$ cat config.mk
export PLATFORM = sky130hd
export DESIGN_NAME = gf467_accum_feed
export DESIGN_NICKNAME = d
export VERILOG_FILES = /design/src/rtl/gf467_pkg.sv /design/src/rtl/gf467_cond_sub.sv /design/src/rtl/gf467_accum_feed.sv
export SDC_FILE = /design/constraint.sdc
export NUM_CORES = 1
export LEC_CHECK = 0
export ABC_AREA = 1
export CAP_MARGIN = 20
export CORE_MARGIN = 4
export CORE_UTILIZATION = 50
export DETAILED_ROUTE_END_ITERATION = 12
export PLACE_DENSITY = 0.76
export SLEW_MARGIN = 20
export SYNTH_ARGS = -nofsm -noshare
export SYNTH_HDL_FRONTEND = slang
export SYNTH_SLANG_ARGS = --single-unit
$ cat constraint.sdc
create_clock -name clk -period 4.1 [get_ports clk]
set_input_delay 1.23 -clock clk [delete_from_list [all_inputs] [get_ports clk]]
set_output_delay 1.23 -clock clk [all_outputs]
set_load 0.1 [all_outputs]
$ cat src/rtl/gf467_pkg.sv
// Shared constants and state encoding for the GF(467) accumulate-and-feed path.
package gf467_pkg;

  localparam int unsigned QDefault        = 467;
  localparam int unsigned MaxTermsDefault = 256;

  // Term, per-block count and unreduced sum widths.
  localparam int unsigned DataW = 9;
  localparam int unsigned CntW  = 9;
  localparam int unsigned AccW  = 17;

  typedef logic [1:0] state_t;

  localparam state_t StIdle = 2'd0;  // acc and cnt are zero
  localparam state_t StAcc  = 2'd1;  // at least one term accumulated
  localparam state_t StHold = 2'd2;  // output register full, waiting on reducer

endpackage

$ cat src/rtl/gf467_cond_sub.sv
// Conditional subtract: folds a value in [0, 2*Q) down to [0, Q).
module gf467_cond_sub #(
  parameter int unsigned Q     = 467,
  parameter int unsigned Width = 9
) (
  input  logic [Width-1:0] din_i,
  output logic [Width-1:0] dout_o
);

  // Single subtract is enough because 2^Width <= 2*Q for the intended use.
  always_comb begin
    dout_o = din_i;
    if (din_i >= Width'(Q)) begin
      dout_o = din_i - Width'(Q);
    end
  end

endmodule

$ cat src/rtl/gf467_accum_feed.sv
// Accumulates pre-reduced GF(467) terms into blocks and hands each unreduced block
// sum to the downstream Barrett reducer through a one-entry output register.
module gf467_accum_feed
  import gf467_pkg::*;
#(
  parameter int unsigned Q         = QDefault,
  parameter int unsigned MAX_TERMS = MaxTermsDefault
) (
  input  logic            clk,
  input  logic            rst_n,
  input  logic            in_valid,
  output logic            in_ready,
  input  logic [DataW-1:0] in_data,
  input  logic            in_last,
  output logic            out_valid,
  input  logic            out_ready,
  output logic [AccW-1:0] out_data,
  output logic [CntW-1:0] out_count,
  output logic            out_forced
);

  state_t          state_q, state_d;
  logic [AccW-1:0] acc_q, acc_d;
  logic [CntW-1:0] cnt_q, cnt_d;
  logic [AccW-1:0] out_data_q, out_data_d;
  logic [CntW-1:0] out_count_q, out_count_d;
  logic            out_forced_q, out_forced_d;

  logic [DataW-1:0] term;
  logic [AccW-1:0]  acc_sum;
  logic [CntW-1:0]  cnt_inc;
  logic             beat;
  logic             close;

  gf467_cond_sub #(
    .Q     (Q),
    .Width (DataW)
  ) u_pre_reduce (
    .din_i  (in_data),
    .dout_o (term)
  );

  assign in_ready   = (state_q != StHold);
  assign out_valid  = (state_q == StHold);
  assign out_data   = out_data_q;
  assign out_count  = out_count_q;
  assign out_forced = out_forced_q;

  assign beat    = in_valid && in_ready;
  assign acc_sum = acc_q + AccW'(term);
  assign cnt_inc = cnt_q + CntW'(1);
  // A term that is both last and the MAX_TERMS-th is treated as a normal close.
  assign close   = in_last || (cnt_inc == CntW'(MAX_TERMS));

  // Next-state: accumulate on beats, load the output register on block close.
  always_comb begin
    state_d      = state_q;
    acc_d        = acc_q;
    cnt_d        = cnt_q;
    out_data_d   = out_data_q;
    out_count_d  = out_count_q;
    out_forced_d = out_forced_q;
    case (state_q)
      StIdle, StAcc: begin
        if (beat) begin
          if (close) begin
            out_data_d   = acc_sum;
            out_count_d  = cnt_inc;
            out_forced_d = !in_last;
            acc_d        = '0;
            cnt_d        = '0;
            state_d      = StHold;
          end else begin
            acc_d   = acc_sum;
            cnt_d   = cnt_inc;
            state_d = StAcc;
          end
        end
      end
      StHold: begin
        if (out_ready) begin
          state_d = StIdle;
        end
      end
      default: begin
        state_d = StIdle;
        acc_d   = '0;
        cnt_d   = '0;
      end
    endcase
  end

  // State and datapath registers; reset drops any partial block or held output.
  always_ff @(posedge clk or negedge rst_n) begin
    if (!rst_n) begin
      state_q      <= StIdle;
      acc_q        <= '0;
      cnt_q        <= '0;
      out_data_q   <= '0;
      out_count_q  <= '0;
      out_forced_q <= 1'b0;
    end else begin
      state_q      <= state_d;
      acc_q        <= acc_d;
      cnt_q        <= cnt_d;
      out_data_q   <= out_data_d;
      out_count_q  <= out_count_d;
      out_forced_q <= out_forced_d;
    end
  end

endmodule

==> run summary <==
GRT Resource Usage Total: 21.33%
Comb power frac: 49.9%
Starting Density: 51.74%
Area leader, netlist: dfrtp_1
Crit-path leading delay family: simple AND/OR/NAND/NOR gates
Final core utilization: 62.00%
DP Worst Slack: -191.5 ps
Min Clock Period, post-route: 3823 ps
Worst setup margin: 277.4 ps
Leak pwr: 0.002301 uW
Syn Nets: 543
Worst-path clk slew: 90 ps
Vias in the first global route: 3,365
Final instance area: 4235 um2
CP Max Fanout: 3
Seq/Total Area, Yosys: 38.94%
Avg Cell Area, Syn: 6.850 um2
# IOs: 43
CP dominant cell by count: nand2_1
Num Clock Sinks: 55
CTS Buf Count: 5
Top-count cell post-synth: nand2_1
Cell Pwr Density: 499.3 nW/um2
Final Wtd Congestion: 0.9236
Initial antenna violation count: 0
Worst path arrival time: 4070 ps
Die ar.: 8479 um2
Die X: 92.08 um
Number of synthesized flops with an enable pin: 0
Grt total ovfl: 0
Clk_skew: 11.86 ps
CTS root buf: clkbuf_8
Peak VDD IR: 0.0002983 V
Yosys Warn Count: 0
Dpl hpwl: 6263 um
Die span in y: 92.08 um
IO Port Bufs: 42
Cell Chain, Critical Path: clkdlybuf4s50_1 -> buf_4 -> nand2_1 -> a21oi_2 -> nor2_2 -> o31ai_4 -> nand2_2 -> xnor2_1 -> ha_1 -> inv_1 -> fa_1 -> inv_1 -> nand2_1 -> nand2_1 -> and2_1 -> nand3_1 -> nand3_1 -> nand2_1 -> nand2_1 -> nand3_1 -> nand2_1
Longest Clk Path Bufs: 2
WL/cell: 12.74 um
Crit end category: register
Slowest cell on the critical path: clkdlybuf4s50_1
Setup TNS: 0 ps
Buffers plus inverters on the worst setup path: 4
CP max stage delay: 490 ps
Worst-Skew Late Latency: 310 ps
Req. time, crit path: 4340 ps
Area delta synth->final: 19.82%
Final ANT Viol Nets: 0
Synth area leaders: dfrtp_1 (39%), nand2_1 (22%), nand3_1 (11%), inv_1 (6.6%), ha_1 (4.2%)
CTS tree: yes
Part of the cycle the worst path needs: 93.23%
Layout cell share with drive strength beyond 1: 7.381%
Asr flop ratio synth: 100.0%
DRT iter0 DRCs: 206
Rows: 30
Remaining DRCs: 0
Drt first pass iters: 4
Worst-Margin Slew: 987.2 ps
Via density per instance: 5.056
Drt total wl: 8472 um
Hold/Removal Path Class: register to register
Commonest cells post-synth: nand2_1 (208), nand3_1 (77), inv_1 (62), dfrtp_1 (55), nor2_1 (32)
Status: completed
First-pass GRT wire length: 15,010 um
Cell count after synthesis: 516
Yosys top cell area share: 38.94%
Final Setup Violations: 0
NetSw: 1019 uW
Rel. slew slack: 33.98%
Placed Area: 4103 um2
Fmax achieved: 261.6 MHz
Largest net degree at the start of global routing: 33
Clock share of power: 16.7%
Core Area: 6832 um2
H-tree depth: 2
Final Max Slew Viols: 0
Main flop type after synthesis: dfrtp_1
Sequential Power Share: 33.4%
Post-synthesis register bit count: 55
Power Internal: 1095 uW
Mapped Area: 3535 um2
Max Cap Violations: 0
CP Class: primary input to register
Net Sw Frac: 48.21%
Diode count: 0
Post-synth cell types: 30
Final hold vios: 0
Via Count: 3,362
Net count, final: 596
Startpoint Class: primary input
==> cells by family after synthesis <==
group | after synthesis | synth area share [%]
and+or+nand+nor | 338 | 40.96
adders and majority gates | 13 | 4.814
DFF | 55 | 38.94
AOI/OAI and AO/OA | 26 | 4.213
xor gates and xnor gates | 10 | 2.478
buffers and inverters | 74 | 8.601
==> worst paths after layout <==
path / start / endpoint / slack, ps / cells past startpoint
max in group asynchronous: rst_n / acc_q[11] / 2390 / 2
min in group asynchronous: rst_n / cnt_q[5] / 880 / 1
max reg2reg: cnt_q[1] / acc_q[8] / 1800 / 11
min reg2reg: out_data[2] / out_data[2] / 470 / 2
max: in_data[1] / out_data[12] / 280 / 21
min: out_data[2] / out_data[2] / 470 / 2
==> power groups by stage <==
stage               logic [uW]  clock network (uW)  registers (uW)
finish                    1060                 352             707
global route              1130                 383             718
CTS                       1050                 360             705
detailed placement        1050                   0             714
global placement          1030                   0             711
floorplan                  364                   0            1110
==> cell usage in the layout, fill, tap and decap left out, types with 4 or more instances in the layout <==
cell type / netlist / layout
buf_4: 3 / 17
clkbuf_8: 0 / 5
clkdlybuf4s50_1: 0 / 39
dfrtp_1: 55 / 55
ha_1: 12 / 12
inv_1: 62 / 62
nand2_1: 208 / 207
nand2_2: 3 / 4
nand3_1: 77 / 77
nor2_1: 32 / 31
o21ai_0: 14 / 14
xor2_1: 8 / 8
==> sequential cells by signal, summed over array words and instances (netlist names) <==
| register | flops |
|---|---|
| out_forced | 1 |
| acc_q | 17 |
| out_count | 9 |
| out_data | 17 |
| cnt_q | 9 |
| state_q | 2 |
==> layout make-up <==
class | count | area, um2
fill | 625 | 2596
multi-input combinational | 387 | 1877
sequential | 55 | 1376
timing repair buffer | 57 | 523.0
inverter | 63 | 236.5
tap | 96 | 120.1
clock buffer | 6 | 72.57
clock inverter | 1 | 30.03
==> metal layers <==
layer,up-vias,global-route usage [%],wire length [um]
li1,1725,-,-
met1,1560,27.82,3934
met2,63,36.50,4063
met3,14,3.117,301
met4,0,6.559,173
met5,-,0,0
==> through the flow <==
step / cells / hold WS (ps) / total power [uW]
final: 665 / 474.3 / 2115
after CTS: 664 / 480.7 / 2112
after global routing: 665 / 501.5 / 2232
after detailed placement: 657 / 457.5 / 1760
after global placement: 657 / 453.1 / 1742
after floorplan: 516 / 455.5 / 1478
==> what timing repair did <==
item | in CTS | in global routing
endpoints found under the hold margin | 0 | 0
endpoints found under the setup margin | 0 | 24
hold buffers | 0 | 0
resized for setup | 0 | 5
setup buffers | 0 | 1
==> worst register-to-register path: stages, from the launching register on <==
cell and delay, ps:
dfrtp_1 450, ha_1 250, nand2_2 120, nor2_4 130, nand2_1 80, nand2_1 70
nand2_1 90, nand3_1 80, nor2_1 60, nor2_2 610, nand3_1 190, nand2_1 110
No activity file was read; power rests on OpenSTA's default activity.
